`src/rtl/nla_pkg.sv`:
```
// Shared types and defaults for the non-linear approximation engine.
package nla_pkg;
  localparam int          DEF_RAM_WIDTH  = 32;
  localparam int          DEF_ADDR_LINES = 4;
  localparam logic [31:0] DEF_START_WORD = 32'h7F90_0000;

  typedef enum logic [2:0] {
    IDLE, LOAD, READY, READ, DRAIN, REWIND
  } seq_state_e;
endpackage

```
`src/rtl/coeff_rd_delay.sv`:
```
// Aligns read valid/index with FIFO read data across RD_LAT register stages.
module coeff_rd_delay #(
  parameter int RD_LAT = 1,
  parameter int IW     = 4
) (
  input  logic          clk_i,
  input  logic          rstn_i,
  input  logic          vld_i,
  input  logic [IW-1:0] idx_i,
  output logic          vld_o,
  output logic [IW-1:0] idx_o
);
  logic [RD_LAT-1:0]         vld_q;
  logic [RD_LAT-1:0][IW-1:0] idx_q;
  logic [RD_LAT:0]           vld_pipe;
  logic [RD_LAT:0][IW-1:0]   idx_pipe;

  assign vld_pipe = {vld_q, vld_i};
  assign idx_pipe = {idx_q, idx_i};

  always_ff @(posedge clk_i or negedge rstn_i) begin
    if (!rstn_i) begin
      vld_q <= '0;
      idx_q <= '0;
    end else begin
      vld_q <= vld_pipe[RD_LAT-1:0];
      idx_q <= idx_pipe[RD_LAT-1:0];
    end
  end

  assign vld_o = vld_pipe[RD_LAT];
  assign idx_o = idx_pipe[RD_LAT];
endmodule

```
`src/rtl/coeff_seq_ctrl.sv`:
```
// Frames host coefficient uploads into the FIFO and replays the stored set
// once per evaluation request, rewinding the FIFO read pointer after each pass.
module coeff_seq_ctrl
  import nla_pkg::*;
#(
  parameter int                   RAM_WIDTH  = DEF_RAM_WIDTH,
  parameter int                   ADDR_LINES = DEF_ADDR_LINES,
  parameter logic [RAM_WIDTH-1:0] START_WORD = RAM_WIDTH'(DEF_START_WORD),
  parameter int                   RD_LAT     = 1
) (
  input  logic                  clk_i,
  input  logic                  rstn_i,
  input  logic                  s_valid_i,
  input  logic [RAM_WIDTH-1:0]  s_data_i,
  output logic                  s_ready_o,
  input  logic                  eval_req_i,
  output logic                  coeff_valid_o,
  output logic [RAM_WIDTH-1:0]  coeff_data_o,
  output logic [ADDR_LINES-1:0] coeff_idx_o,
  output logic                  eval_done_o,
  output logic                  fifo_wr_en_o,
  output logic [RAM_WIDTH-1:0]  fifo_data_o,
  output logic                  fifo_rd_en_o,
  output logic                  fifo_redo_o,
  input  logic                  fifo_full_i,
  input  logic [RAM_WIDTH-1:0]  fifo_data_i,
  output logic [ADDR_LINES:0]   ncoeff_o,
  output logic                  loaded_o,
  output logic                  err_o
);
  localparam int AW = ADDR_LINES;
  localparam logic [AW:0] DEPTH = (AW+1)'(2**AW);

  seq_state_e    state_q;
  logic [AW:0]   count_q;
  logic [AW-1:0] rd_idx_q;
  logic [7:0]    drain_q;
  logic          pending_q;
  logic          is_start, room, busy;

  assign is_start     = (s_data_i == START_WORD);
  assign room         = (count_q != DEPTH) && !fifo_full_i;
  assign busy         = (state_q == READ) || (state_q == DRAIN) || (state_q == REWIND);
  assign s_ready_o    = (state_q == IDLE) || (state_q == LOAD);
  assign fifo_wr_en_o = (state_q == LOAD) && s_valid_i && !is_start && room;
  assign fifo_data_o  = fifo_wr_en_o ? s_data_i : '0;
  assign fifo_rd_en_o = (state_q == READ);
  assign fifo_redo_o  = (state_q == REWIND);
  assign eval_done_o  = (state_q == REWIND);

  always_ff @(posedge clk_i or negedge rstn_i) begin
    if (!rstn_i) begin
      state_q   <= IDLE;
      count_q   <= '0;
      rd_idx_q  <= '0;
      drain_q   <= '0;
      pending_q <= 1'b0;
      ncoeff_o  <= '0;
      loaded_o  <= 1'b0;
      err_o     <= 1'b0;
    end else begin
      if (busy && eval_req_i) pending_q <= 1'b1;
      case (state_q)
        IDLE: if (s_valid_i && is_start) begin
          state_q <= LOAD;
          count_q <= '0;
        end
        LOAD: if (s_valid_i) begin
          if (is_start) begin
            if (count_q != '0) begin
              state_q  <= READY;
              ncoeff_o <= count_q;
              loaded_o <= 1'b1;
            end else begin
              state_q <= IDLE;
              err_o   <= 1'b1;
            end
          end else if (room) count_q <= count_q + 1'b1;
          else err_o <= 1'b1;
        end
        READY: if (eval_req_i || pending_q) begin
          state_q   <= READ;
          pending_q <= 1'b0;
          rd_idx_q  <= '0;
        end
        READ: begin
          rd_idx_q <= rd_idx_q + 1'b1;
          if ({1'b0, rd_idx_q} == ncoeff_o - 1'b1) begin
            state_q <= DRAIN;
            drain_q <= '0;
          end
        end
        // Hold off the rewind until the last read word has left the delay line.
        DRAIN: begin
          drain_q <= drain_q + 1'b1;
          if (drain_q == 8'(RD_LAT-1)) state_q <= REWIND;
        end
        REWIND: state_q <= READY;
        default: state_q <= IDLE;
      endcase
    end
  end

  coeff_rd_delay #(.RD_LAT(RD_LAT), .IW(AW)) u_rd_delay (
    .clk_i  (clk_i),
    .rstn_i (rstn_i),
    .vld_i  (fifo_rd_en_o),
    .idx_i  (rd_idx_q),
    .vld_o  (coeff_valid_o),
    .idx_o  (coeff_idx_o)
  );

  assign coeff_data_o = coeff_valid_o ? fifo_data_i : '0;
endmodule

```
`config.mk`:
```
export PLATFORM = sky130hd
export DESIGN_NAME = coeff_seq_ctrl
export DESIGN_NICKNAME = d
export VERILOG_FILES = /design/src/rtl/nla_pkg.sv /design/src/rtl/coeff_rd_delay.sv /design/src/rtl/coeff_seq_ctrl.sv
export SDC_FILE = /design/constraint.sdc
export NUM_CORES = 1
export LEC_CHECK = 0
export BUFFER_PORTS_ARGS = -buffer_cell sky130_fd_sc_hd__buf_2
export CAP_MARGIN = 5
export CORE_MARGIN = 1.5
export CORE_UTILIZATION = 46
export CTS_CLUSTER_SIZE = 14
export DETAILED_ROUTE_END_ITERATION = 8
export GPL_TIMING_DRIVEN = 1
export HOLD_SLACK_MARGIN = 0.1
export PLACE_DENSITY = 0.85
export SLEW_MARGIN = 20
export SYNTH_ARGS = -nofsm -noshare
export SYNTH_HDL_FRONTEND = slang
export SYNTH_HIERARCHICAL = 1
export SYNTH_SLANG_ARGS = --single-unit
```
`constraint.sdc`:
```
create_clock -name clk_i -period 3.2 [get_ports clk_i]
set_clock_uncertainty 0.15 [all_clocks]
set_input_delay 0 -clock clk_i [delete_from_list [all_inputs] [get_ports clk_i]]
set_output_delay 0 -clock clk_i [all_outputs]
set_load 0.01 [all_outputs]
```
==> out/metrics.sh, run 1 <==
OUTCOME='completed'
POWER_FRAC_COMB=0.177
POST-PLACE-CELLS=463
DIE_X_UM=73.2
P_SWITCHING_uW=315
WORST-R2R-CELL-COUNT=7
MAXCAPVIOLATIONS=0
DESIGN.CORE.AREA_MM2=0.00472
FINAL-INSTANCE-COUNT-EXCL-FILL=475
CRITICAL_PATH.REG2REG.STARTPOINT='ncoeff_o[0]'
SYNTHADDERAREAFRAC=0.0331
VIAS_AFTER_DETAILED_ROUTING=2439
POWER.INTERNAL_uW=862
N_ANTENNA_CELL=0
ANTENNA_VIOLATIONS_BEFORE_REPAIR=0
IO_PINS=150
CTS_MADE_BUFFERS=5
TRITONCTS='yes'
POST-ROUTE-MIN-PERIOD_NS=2.67
YS_TOP_CELLS_BY_AREA='dfrtp_1 36%, and2_1 18%, ha_1 3.3%'
FINALMAXSLEWVIOLATIONS=0
REG_TO_REG_SETUP_TIMING_SLACK_NS=0.72
DP_HPWL_UM=4850
GRT_FIRST_PASS_WIRELENGTH_UM=10100
FINAL_NETS=482
CTS_RESIZED=0
SLEW_HR=0.430
POST-ROUTE-DRC-COUNT=0
DESIGN.DIE.AREA_MM2=0.00536
MOSTFREQUENTLAYOUTCELLS='149 x buf_2, 64 x and2_1, 33 x dfrtp_1'
TIMING.FINAL.HOLD_VIOLATIONS=0
POST_SYNTH_INSTANCE_AREA_MM2=0.00227
POST_SYNTHESIS_SHARE_OF_CELL_AREA_SPENT_ON_XOR_AND_XNOR_GATES=0.0309
PORT-BUFFER-COUNT=149
GP_CONGESTION=0.865
ROUTED_WIRE_LENGTH_PER_INSTANCE_UM=13.1
HOLDCRITPATHCLASS='input pin to asynchronous set/reset pin'
POST_SYNTH_AND_OR_NAND_NOR_AREA_FRACTION=0.365
CLK_PATH_BUF_DEPTH=2
FRACTION_OF_POWER_CONSUMED_BY_THE_CLOCK_NETWORK=0.407
POST-SYNTH-TOP-AREA-CELL='dfrtp_1'
LAYOUT_CELLS_SIZED_ABOVE_1=0.404
P_SW_FRAC=0.268
FIN_CRIT_SH=0.833
CRITICAL_PATH_MAXIMUM_FANOUT=35
WL_UM=6240
YOSYS_REGISTER_BITS=33
CLOCK-SINKS=33
POST-ROUTE-CELL-AREA_MM2=0.00322
CLK_ROOT_BUFFER_CELL='clkbuf_8'
MAX-VDD-IR-DROP_uV=239
H-TREE-DEPTH=2
PLACEMENT_ROWS=25
WORST_PIN_SLEW_NS=0.855
SYNTH_SEQ_AREA_SHARE=0.364
AREA.GROWTH.SYNTH_TO_FINAL_PCT=41.8
ROUTED_VIA_DENSITY=5.13
POWER_DENSITY_mW_PER_MM2=366
WORST_SETUP_HOLD_PATH_CLK_SLEW_NS=0.07
LAYOUT.CELLS.MOST_COMMON='buf_2'
WORSTREG2REGEND='drain_q[2]'
MAX_CLOCK_FREQ_MHz=375
YOSYS_WARNINGS=6
SYN_AREA_PER_CELL_UM2=8.72
DRT_FIRST_PASS_ITERS=4
AREA_FRACTION_IN_COMPOUND_GATES_AFTER_SYNTHESIS=0.126
INITIAL_CORE_UTILIZATION=0.480
POSTCTSSETUPBUFFERS=0
SYN_NETS=335
TIMING.CRITICAL_PATH.REQUIRED_NS=3.05
CP-START-KIND='register'
DIE_Y_UM=73.2
DR.FIRST_ITER.DRC_COUNT=155
CRITICAL_PATH_ARRIVAL_NS=2.52
SYNTH_TOP_FAMILY_BY_AREA='simple AND/OR/NAND/NOR gates'
GRT_PASS1_VIAS=2198
POST_SYNTH_NUM_CELL_TYPES=48
GRT_MAX_DEGREE=36
GR-USAGE-ALL-LAYERS=0.241
GRT_REMAINING_OVERFLOW=0
DPL-INSTANCE-AREA_MM2=0.00304
SYNTH_FF_TYPE='dfrtp_1'
CLOCK_LATENCY_NS=0.30
RSZ_0062_RAISED_AFTER_GLOBAL_ROUTING='no'
FINALSETUPTNS_NS=0
YOSYS.AREA.TOP_TYPE_SHARE=0.364
SEQUENTIALPOWERSHARE=0.416
POWER.STATIC_LEAKAGE_uW=0.00175
CTS-HOLD-FIX-BUFFERS=4
FINAL_ANTENNA_NET_COUNT=0
SYNTH_ENABLE_FLOP_CELLS=0
WORST_SETUP_PATH_END_KIND='output port'
SETUP_VIOLATIONS=0
SYNTHCELLS=260
SYNTH-ASYNC-RESET-RATIO=1.00
YOSYS-MUX-AREA-FRACTION=0.0370
CRITPATHKIND='register to output port'
-- flip-flops by register name, summed over array words and instances (netlist names) --
register          flops
drain_q               8
count_q               5
ncoeff_o              5
rd_idx_q              4
u_rd_delay/idx_o      4
state_q               3
err_o                 1
loaded_o              1
pending_q             1
u_rd_delay/vld_o      1
-- worst max path at each step --
stage                            from               to  slack (ns)  cells after the start
after global placement    ncoeff_o[0]       drain_q[2]        0.81                      7
after floorplan           ncoeff_o[0]       drain_q[2]        0.90                      7
after detailed placement  ncoeff_o[0]       drain_q[2]        0.73                      7
after global routing       count_q[0]  fifo_data_o[12]        0.33                      7
after CTS                  count_q[0]   fifo_data_o[6]        0.55                      7
final                      count_q[0]   fifo_data_o[6]        0.53                      7
-- worst max-delay path, cell delays in order (launching register included) --
cell and delay [ns]:
dfrtp_1 0.41, inv_1 0.09, ha_1 0.21, nor4bb_1 0.14, nor3_1 0.25, o21a_1 0.74
and2_1 0.25, buf_2 0.13
-- synthesized netlist by cell type, drive strengths merged (2+ instances only) --
library cell	count
and3	3
nor4b	3
xnor2	6
or3	2
dfrtp	33
mux2	3
nor3	9
and4	3
nand3	8
nand2	18
inv	10
and2	64
nor2	10
o21a	2
ha	6
a22o	3
nor4	5
nand4	3
mux2i	5
o31ai	2
clkbuf	10
xor2	2
a21oi	5
a31oi	6
nor2b	3
buf	4
a21o	2
o21ai	13
-- stage by stage --
stage | setup WS (ns) | power (uW) | utilization | hold WS, ns
floorplan | 0.901 | 595 | - | -0.446
global placement | 0.810 | 690 | 0.644 | -0.0544
detailed placement | 0.726 | 700 | 0.644 | -0.0396
CTS | 0.546 | 1180 | 0.681 | 0.138
global route | 0.333 | 1230 | 0.681 | 0.155
finish | 0.534 | 1180 | 0.681 | 0.133
-- power by group through the flow --
stage | Clock, uW | Combinational, uW | Sequential, uW
finish | 478 | 208 | 490
global route | 498 | 234 | 496
CTS | 484 | 210 | 489
detailed placement | 0 | 203 | 497
global placement | 0 | 196 | 495
floorplan | 0 | 111 | 484
-- cell families after synthesis --
group                      after synthesis
and+or+nand+nor                        141
AOI/OAI and AO/OA                       40
DFF                                     33
buffers and inverters                   24
xor gates and xnor gates                 8
muxes                                    8
adders and majority gates                6
-- layer usage --
metal | global-route usage | wire (um) | share of wire | up-vias
met5 | 0 | 0 | 0 | -
met4 | 0.0818 | 103 | 0.016 | 0
met3 | 0.0428 | 329 | 0.053 | 12
met2 | 0.419 | 3200 | 0.51 | 82
met1 | 0.301 | 2610 | 0.42 | 1146
li1 | - | - | - | 1199
-- final cells by class --
cell class | instances | area [um^2]
fillers | 379 | 1510
inverters | 10 | 37.5
clock buffers | 5 | 68.8
repair buffers | 154 | 793
flip-flops and latches | 33 | 826
well taps | 67 | 83.8
multi-input cells | 203 | 1340
clock inverters | 3 | 65.1
Power figures use the tool's default switching activity.
==> run 2: changes to the inputs <==
--- a/config.mk
+++ b/config.mk
@@ -8,12 +8,12 @@
 export BUFFER_PORTS_ARGS = -buffer_cell sky130_fd_sc_hd__buf_2
 export CAP_MARGIN = 5
 export CORE_MARGIN = 1.5
-export CORE_UTILIZATION = 46
+export CORE_UTILIZATION = 42
 export CTS_CLUSTER_SIZE = 14
 export DETAILED_ROUTE_END_ITERATION = 8
 export GPL_TIMING_DRIVEN = 1
 export HOLD_SLACK_MARGIN = 0.1
-export PLACE_DENSITY = 0.85
+export PLACE_DENSITY = 0.78
 export SLEW_MARGIN = 20
 export SYNTH_ARGS = -nofsm -noshare
 export SYNTH_HDL_FRONTEND = slang
==> constraint.sdc (replaced) <==
create_clock -name clk_i -period 2.77 [get_ports clk_i]
set_clock_uncertainty 0.15 [all_clocks]
set_input_delay 0 -clock clk_i [delete_from_list [all_inputs] [get_ports clk_i]]
set_output_delay 0 -clock clk_i [all_outputs]
set_load 0.01 [all_outputs]
==> out/metrics.sh, run 2 (same netlist as run 1, synthesis figures left out) <==
CRITICAL_PATH_ARRIVAL_NS=2.47  # was 2.52 ns
MAXCAPVIOLATIONS=0  # unchanged
POSTLAYOUTCOREUTIL=0.626  # was 0.681
DR.FIRST_ITER.DRC_COUNT=118  # was 155
LARGEST_REGISTERS_IN_THE_FINAL_LAYOUT='drain_q (8), count_q (5), ncoeff_o (5)'  # unchanged
CRITPATHKIND='register to register'  # was register to output port
WORST_PIN_SLEW_NS=0.723  # was 0.855 ns
DRT_FIRST_PASS_ITERS=4  # unchanged
POST-PLACE-CELLS=468  # was 463
ROUTED_WIRE_LENGTH_PER_INSTANCE_UM=13.7  # was 13.1 um
MAX_CLOCK_FREQ_MHz=410
WORST_SETUP_PATH_END_KIND='register'  # was output port
DIE_Y_UM=76.5  # was 73.2 um
WORSTREG2REGEND='drain_q[2]'  # unchanged
CLOCK-SINKS=33  # unchanged
WL_MET1_UM=2510  # was 2610 um
CLK_ROOT_BUFFER_CELL='clkbuf_8'  # unchanged
CRITICAL_PATH_MAXIMUM_FANOUT=8  # was 35
CTS_RESIZED=0  # unchanged
DESIGN.DIE.AREA_MM2=0.00585  # was 0.00536 mm^2
CRITPATHLAUNCH='ncoeff_o[0]'  # was count_q[0]
MAX-VDD-IR-DROP_uV=313  # was 239 uV
WL_UM=6590  # was 6240 um
GRT_REMAINING_OVERFLOW=0  # unchanged
SLEW_HR=0.518  # was 0.430
SETUP_VIOLATIONS=0  # unchanged
POST-ROUTE-DRC-COUNT=0  # unchanged
GRT_MAX_DEGREE=34  # was 36
CTS_MADE_BUFFERS=5  # unchanged
PLACEMENT_ROWS=26  # was 25
CRITICAL_PATH.REG2REG.STARTPOINT='ncoeff_o[0]'  # unchanged
DP_HPWL_UM=5280  # was 4850 um
POWER_DENSITY_mW_PER_MM2=396  # was 366 mW/mm^2
TRITONCTS='yes'  # unchanged
CP-START-KIND='register'  # unchanged
CTS-HOLD-FIX-BUFFERS=4  # unchanged
DIE_X_UM=76.5  # was 73.2 um
LARGEST_REGISTER_FF_COUNT=8  # unchanged
IO_PINS=150  # unchanged
TIMING.FINAL.HOLD_VIOLATIONS=0  # unchanged
POSTCTSSETUPBUFFERS=0  # unchanged
FILLER_CELL_COUNT=494  # was 379
CLK_PATH_BUF_DEPTH=2  # unchanged
FINALSETUPTNS_NS=0  # unchanged
FINAL_ANTENNA_NET_COUNT=0  # unchanged
HOLDCRITPATHCLASS='input pin to asynchronous set/reset pin'  # unchanged
FINALMAXSLEWVIOLATIONS=0  # unchanged
WORST_SETUP_HOLD_PATH_CLK_SLEW_NS=0.07  # about the same
CRITICAL_PATH.CELL_CHAIN='inv_1, ha_1, xnor2_1, a2111o_1, a2111oi_4, a21oi_2, a21o_1'  # was inv_1, ha_1, nor4bb_1, nor3_1, o21a_1, and2_1, buf_2
DESIGN.CORE.AREA_MM2=0.00514  # was 0.00472 mm^2
GR-USAGE-ALL-LAYERS=0.229  # was 0.241
PORT-BUFFER-COUNT=149  # unchanged
CRIT_PATH_END='drain_q[2]'  # was fifo_data_o[6]
RSZ_0062_RAISED_AFTER_GLOBAL_ROUTING='no'  # unchanged
ROUTE.MET3.WL_UM=429  # was 329 um
CLOCK_LATENCY_NS=0.29  # was 0.30 ns
CP_SLOWEST_CELL='a2111oi_4'  # was o21a_1
LAYOUT_CELLS_SIZED_ABOVE_1=0.405  # was 0.404
INITIAL_CORE_UTILIZATION=0.441  # was 0.480
CP_SLOWEST_STAGE_DELAY_NS=0.57  # was 0.74 ns
REG_TO_REG_SETUP_TIMING_SLACK_NS=0.33  # was 0.72 ns
LARGEST_REGISTER='drain_q'  # unchanged
TOP_LAYER='met4'  # unchanged
AREA.GROWTH.SYNTH_TO_FINAL_PCT=42.0  # was 41.8%
LAYOUT.CELLS.MOST_COMMON='buf_2'  # unchanged
ROUTED_VIA_DENSITY=5.01  # was 5.13
GRT_FIRST_PASS_WIRELENGTH_UM=10600  # was 10100 um
FIN_CRIT_SH=0.880
GP_CONGESTION=0.827  # was 0.865
FINAL_NETS=484  # was 482
WORST-R2R-CELL-COUNT=7  # unchanged
VIAS_AFTER_DETAILED_ROUTING=2410  # was 2439
H-TREE-DEPTH=2  # unchanged
MOSTFREQUENTLAYOUTCELLS='149 x buf_2, 64 x and2_1, 33 x dfrtp_1'  # unchanged
GRT_PASS1_VIAS=2321  # was 2198
POWER.STATIC_LEAKAGE_uW=0.00175  # about the same
FINAL-INSTANCE-COUNT-EXCL-FILL=481  # was 475
WL_MET2_UM=3480  # was 3200 um
OUTCOME='completed'  # unchanged
POST-ROUTE-MIN-PERIOD_NS=2.44
TIMING.CRITICAL_PATH.REQUIRED_NS=2.80  # was 3.05 ns
ANTENNA_VIOLATIONS_BEFORE_REPAIR=1  # was 0
==> run 2: metal layers <==
| layer | track usage | vias up |
|---|---|---|
| li1 | - | 1202 |
| met1 | 0.233 | 1105 |
| met2 | 0.432 | 89 |
| met3 | 0.0671 | 14 |
| met4 | 0.0981 | 0 |
| met5 | 0 | - |
==> run 2: worst min path at each step <==
stage	to	cells past startpoint	from	slack (ns)
floorplan	count_q[0]	0	rstn_i	-0.45
global route	coeff_data_o[0]	3	fifo_data_i[0]	0.15
global placement	drain_q[1]	1	rstn_i	-0.06
detailed placement	drain_q[1]	1	rstn_i	-0.05
finish	pending_q	2	rstn_i	0.14
CTS	count_q[3]	6	s_data_i[15]	0.14
==> run 2: critical path: cells and delay by family (launching register included) <==
kind            cells  cell delay, ns
compound gates      4            1.25
buf+inv             1            0.07
flops               1            0.39
xor+xnor            1            0.14
fa+ha+maj           1            0.31
==> run 2: report_power, final <==
group	total, uW	internal [uW]	switching, uW
registers	563	517	45.4
clock network	469	293	176
logic	245	123	122
total	1280	933	343
==> run 2: cell type report <==
cell class              instances  area, um^2  area share
clock inverters                 1        30.0     0.00933
flip-flops and latches         33         826       0.257
inverters                      10        37.5      0.0117
repair buffers                156         808       0.251
clock buffers                   7        86.3      0.0268
well taps                      70        87.6      0.0272
diodes                          1        2.50    0.000777
multi-input cells             203        1340       0.417
==> run 2: metrics by stage <==
| stage | cell area [um^2] | worst slack [ns] | hold slack, ns | power (uW) |
|---|---|---|---|---|
| floorplan | 2270 | 0.471 | -0.446 | 687 |
| global placement | 3060 | 0.392 | -0.0568 | 798 |
| detailed placement | 3060 | 0.342 | -0.0508 | 809 |
| CTS | 3220 | 0.302 | 0.136 | 1290 |
| global route | 3220 | 0.205 | 0.150 | 1360 |
| finish | 3220 | 0.333 | 0.142 | 1280 |
==> run 3: changes to the inputs <==
--- a/config.mk
+++ b/config.mk
@@ -7,6 +7,7 @@
 export LEC_CHECK = 0
 export BUFFER_PORTS_ARGS = -buffer_cell sky130_fd_sc_hd__buf_2
 export CAP_MARGIN = 5
+export CORE_ASPECT_RATIO = 0.75
 export CORE_MARGIN = 1.5
 export CORE_UTILIZATION = 42
 export CTS_CLUSTER_SIZE = 14
@@ -14,6 +15,7 @@
 export GPL_TIMING_DRIVEN = 1
 export HOLD_SLACK_MARGIN = 0.1
 export PLACE_DENSITY = 0.78
+export SETUP_SLACK_MARGIN = 0.4
 export SLEW_MARGIN = 20
 export SYNTH_ARGS = -nofsm -noshare
 export SYNTH_HDL_FRONTEND = slang
==> out/metrics.sh, run 3 (same netlist as run 1, synthesis figures left out) <==
CLK_PATH_BUF_DEPTH=2  # unchanged
FIN_CRIT_SH=0.827  # was 0.880
DP_HPWL_UM=5100  # was 5280 um
ROUTED_VIA_DENSITY=4.97  # was 5.01
WORST_HOLD_STARTPOINT='fifo_data_i[21]'
LARGEST_REGISTER_FF_COUNT=8  # unchanged
CLOCK_LATENCY_NS=0.29  # about the same
GRT_PASS1_VIAS=2085  # was 2321
CLK_ROOT_BUFFER_CELL='clkbuf_8'  # unchanged
MAX-VDD-IR-DROP_uV=198  # was 313 uV
WL_UM=6550  # was 6590 um
DPL-INSTANCE-AREA_MM2=0.00308  # was 0.00306 mm^2
GR-USAGE-ALL-LAYERS=0.214  # was 0.229
TRITONCTS='yes'  # unchanged
POWER_FRAC_COMB=0.195  # was 0.192
POST-ROUTE-CELL-AREA_MM2=0.00330  # was 0.00322 mm^2
WORSTREG2REGEND='drain_q[2]'  # unchanged
HOLD_DEPTH=3
POWER.STATIC_LEAKAGE_uW=0.00180  # was 0.00175 uW
CRITICAL_PATH_MAXIMUM_FANOUT=5  # was 8
FILLER_CELL_COUNT=429  # was 494
CTS_MADE_BUFFERS=5  # unchanged
LARGEST_REGISTER='drain_q'  # unchanged
GRT_REMAINING_OVERFLOW=0  # unchanged
GRT_MAX_DEGREE=34  # unchanged
POST-ROUTE-DRC-COUNT=0  # unchanged
WORST_SETUP_PATH_END_KIND='register'  # unchanged
N_ANTENNA_CELL=0  # was 1
POWER.INTERNAL_uW=937  # was 933 uW
P_SWITCHING_uW=343  # about the same
MAX_CLOCK_FREQ_MHz=436  # was 410 MHz
DESIGN.DIE.AREA_MM2=0.00585  # about the same
DESIGN.CORE.AREA_MM2=0.00504  # was 0.00514 mm^2
P_SW_FRAC=0.268  # was 0.269
GRT_FIRST_PASS_WIRELENGTH_UM=9700  # was 10600 um
SLEW_HR=0.517  # was 0.518
HOLDCRITPATHCLASS='input pin to output port'  # was input pin to asynchronous set/reset pin
SETUP_VIOLATIONS=0  # unchanged
GP_CONGESTION=0.853  # was 0.827
FRACTION_OF_POWER_CONSUMED_BY_THE_CLOCK_NETWORK=0.364  # was 0.367
LAYOUT_CELLS_SIZED_ABOVE_1=0.421  # was 0.405
TIMING.FINAL.HOLD_VIOLATIONS=0  # unchanged
SEQUENTIALPOWERSHARE=0.441  # about the same
DIE_X_UM=87.8  # was 76.5 um
POST-ROUTE-MIN-PERIOD_NS=2.29  # was 2.44 ns
MAXCAPVIOLATIONS=0  # unchanged
LARGEST_REGISTERS_IN_THE_FINAL_LAYOUT='drain_q (8), count_q (5), ncoeff_o (5)'  # unchanged
WORST_SETUP_HOLD_PATH_CLK_SLEW_NS=0.07  # about the same
FINAL_ANTENNA_NET_COUNT=0  # unchanged
DIE_Y_UM=66.6  # was 76.5 um
WORST_PIN_SLEW_NS=0.724  # was 0.723 ns
ROUTED_WIRE_LENGTH_PER_INSTANCE_UM=13.4  # was 13.7 um
REGAREA_UM2=826  # unchanged
REG_TO_REG_SETUP_TIMING_SLACK_NS=0.48  # was 0.33 ns
CRITICAL_PATH_ARRIVAL_NS=2.33  # was 2.47 ns
ANTENNA_VIOLATIONS_BEFORE_REPAIR=0  # was 1
IO_PINS=150  # unchanged
OUTCOME='completed'  # unchanged
H-TREE-DEPTH=2  # unchanged
FINAL_NETS=492  # was 484
HOLDWS_NS=0.139  # was 0.142 ns
FINALMAXSLEWVIOLATIONS=0  # unchanged
FINALSETUPTNS_NS=0  # unchanged
CLOCK-SINKS=33  # unchanged
POWER_DENSITY_mW_PER_MM2=388  # was 396 mW/mm^2
TIMING.CRITICAL_PATH.REQUIRED_NS=2.80  # about the same
DR.FIRST_ITER.DRC_COUNT=98  # was 118
WORST-R2R-CELL-COUNT=8  # was 7
CP-START-KIND='register'  # unchanged
CRITICAL_PATH.REG2REG.STARTPOINT='ncoeff_o[0]'  # unchanged
DRT_FIRST_PASS_ITERS=5  # was 4
CRITPATHKIND='register to register'  # unchanged
LAYOUT.CELLS.MOST_COMMON='buf_2'  # unchanged
PORT-BUFFER-COUNT=149  # unchanged
INITIAL_CORE_UTILIZATION=0.450  # was 0.441
VIAS_AFTER_DETAILED_ROUTING=2436  # was 2410
PLACEMENT_ROWS=22  # was 26
AREA.GROWTH.SYNTH_TO_FINAL_PCT=45.6  # was 42.0%
WHS_ENDPOINT='coeff_data_o[21]'
MULTIINPUTGATEAREA_MM2=0.00135  # was 0.00134 mm^2
MOSTFREQUENTLAYOUTCELLS='149 x buf_2, 64 x and2_1, 33 x dfrtp_1'  # unchanged
RSZ_0062_RAISED_AFTER_GLOBAL_ROUTING='no'  # unchanged
run 3: power groups by stage:
stage,Sequential [uW],Clock [uW],Combinational [uW]
2_1_floorplan,559,0,128
3_3_place_gp,570,0,229
3_5_place_dp,573,0,240
4_1_cts,563,476,249
5_1_grt,570,496,276
6_report,565,466,249
run 3: worst max-delay path by stage:
stage,startpoint,to,slack (ns),depth (start not counted)
after floorplan,ncoeff_o[0],drain_q[2],0.47,7
after global placement,ncoeff_o[0],drain_q[2],0.37,7
after detailed placement,ncoeff_o[0],drain_q[2],0.32,7
after CTS,ncoeff_o[0],drain_q[2],0.43,7
after global routing,ncoeff_o[0],drain_q[2],0.37,8
final,ncoeff_o[0],drain_q[2],0.48,8
run 3: repair_timing:
| action | CTS | global route |
|---|---|---|
| resized for setup | 1 | 2 |
| pin swaps | 1 | 3 |
| hold endpoints to repair | 44 | 0 |
| hold buffers | 4 | 0 |
| endpoints found under the setup margin | 23 | 13 |
| buffers inserted | 2 | 4 |
run 3: per-layer routing:
layer | track usage | routed length, um | vias to the layer above
met3 | 0.0421 | 334 | 10
li1 | - | - | 1215
met4 | 0.0853 | 84 | 0
met2 | 0.355 | 3250 | 88
met1 | 0.273 | 2880 | 1123
met5 | 0 | 0 | -
run 3: per-stage QoR:
step,total power [uW],utilization,std cells,setup slack (ns)
final,1280,0.655,490,0.478
after detailed placement,812,0.611,472,0.316
after CTS,1290,0.645,486,0.434
after floorplan,687,-,260,0.471
after global placement,799,0.611,472,0.366
after global routing,1340,0.655,490,0.373
run 3: worst max-delay path, stage by stage, from the launching register on:
cell       delay, ns
dfrtp_1         0.39
inv_1           0.08
ha_1            0.23
and2b_1         0.18
a2111o_1        0.42
a2111oi_4       0.35
buf_6           0.17
a21oi_2         0.04
a21o_1          0.17
run 3: final cells by class:
type,instances,area share
Inverter,10,0.0114
Clock inverter,1,0.00909
Multi-Input combinational cell,203,0.408
Sequential cell,33,0.250
Tap cell,72,0.0273
Timing Repair Buffer,164,0.268
Clock buffer,7,0.0261
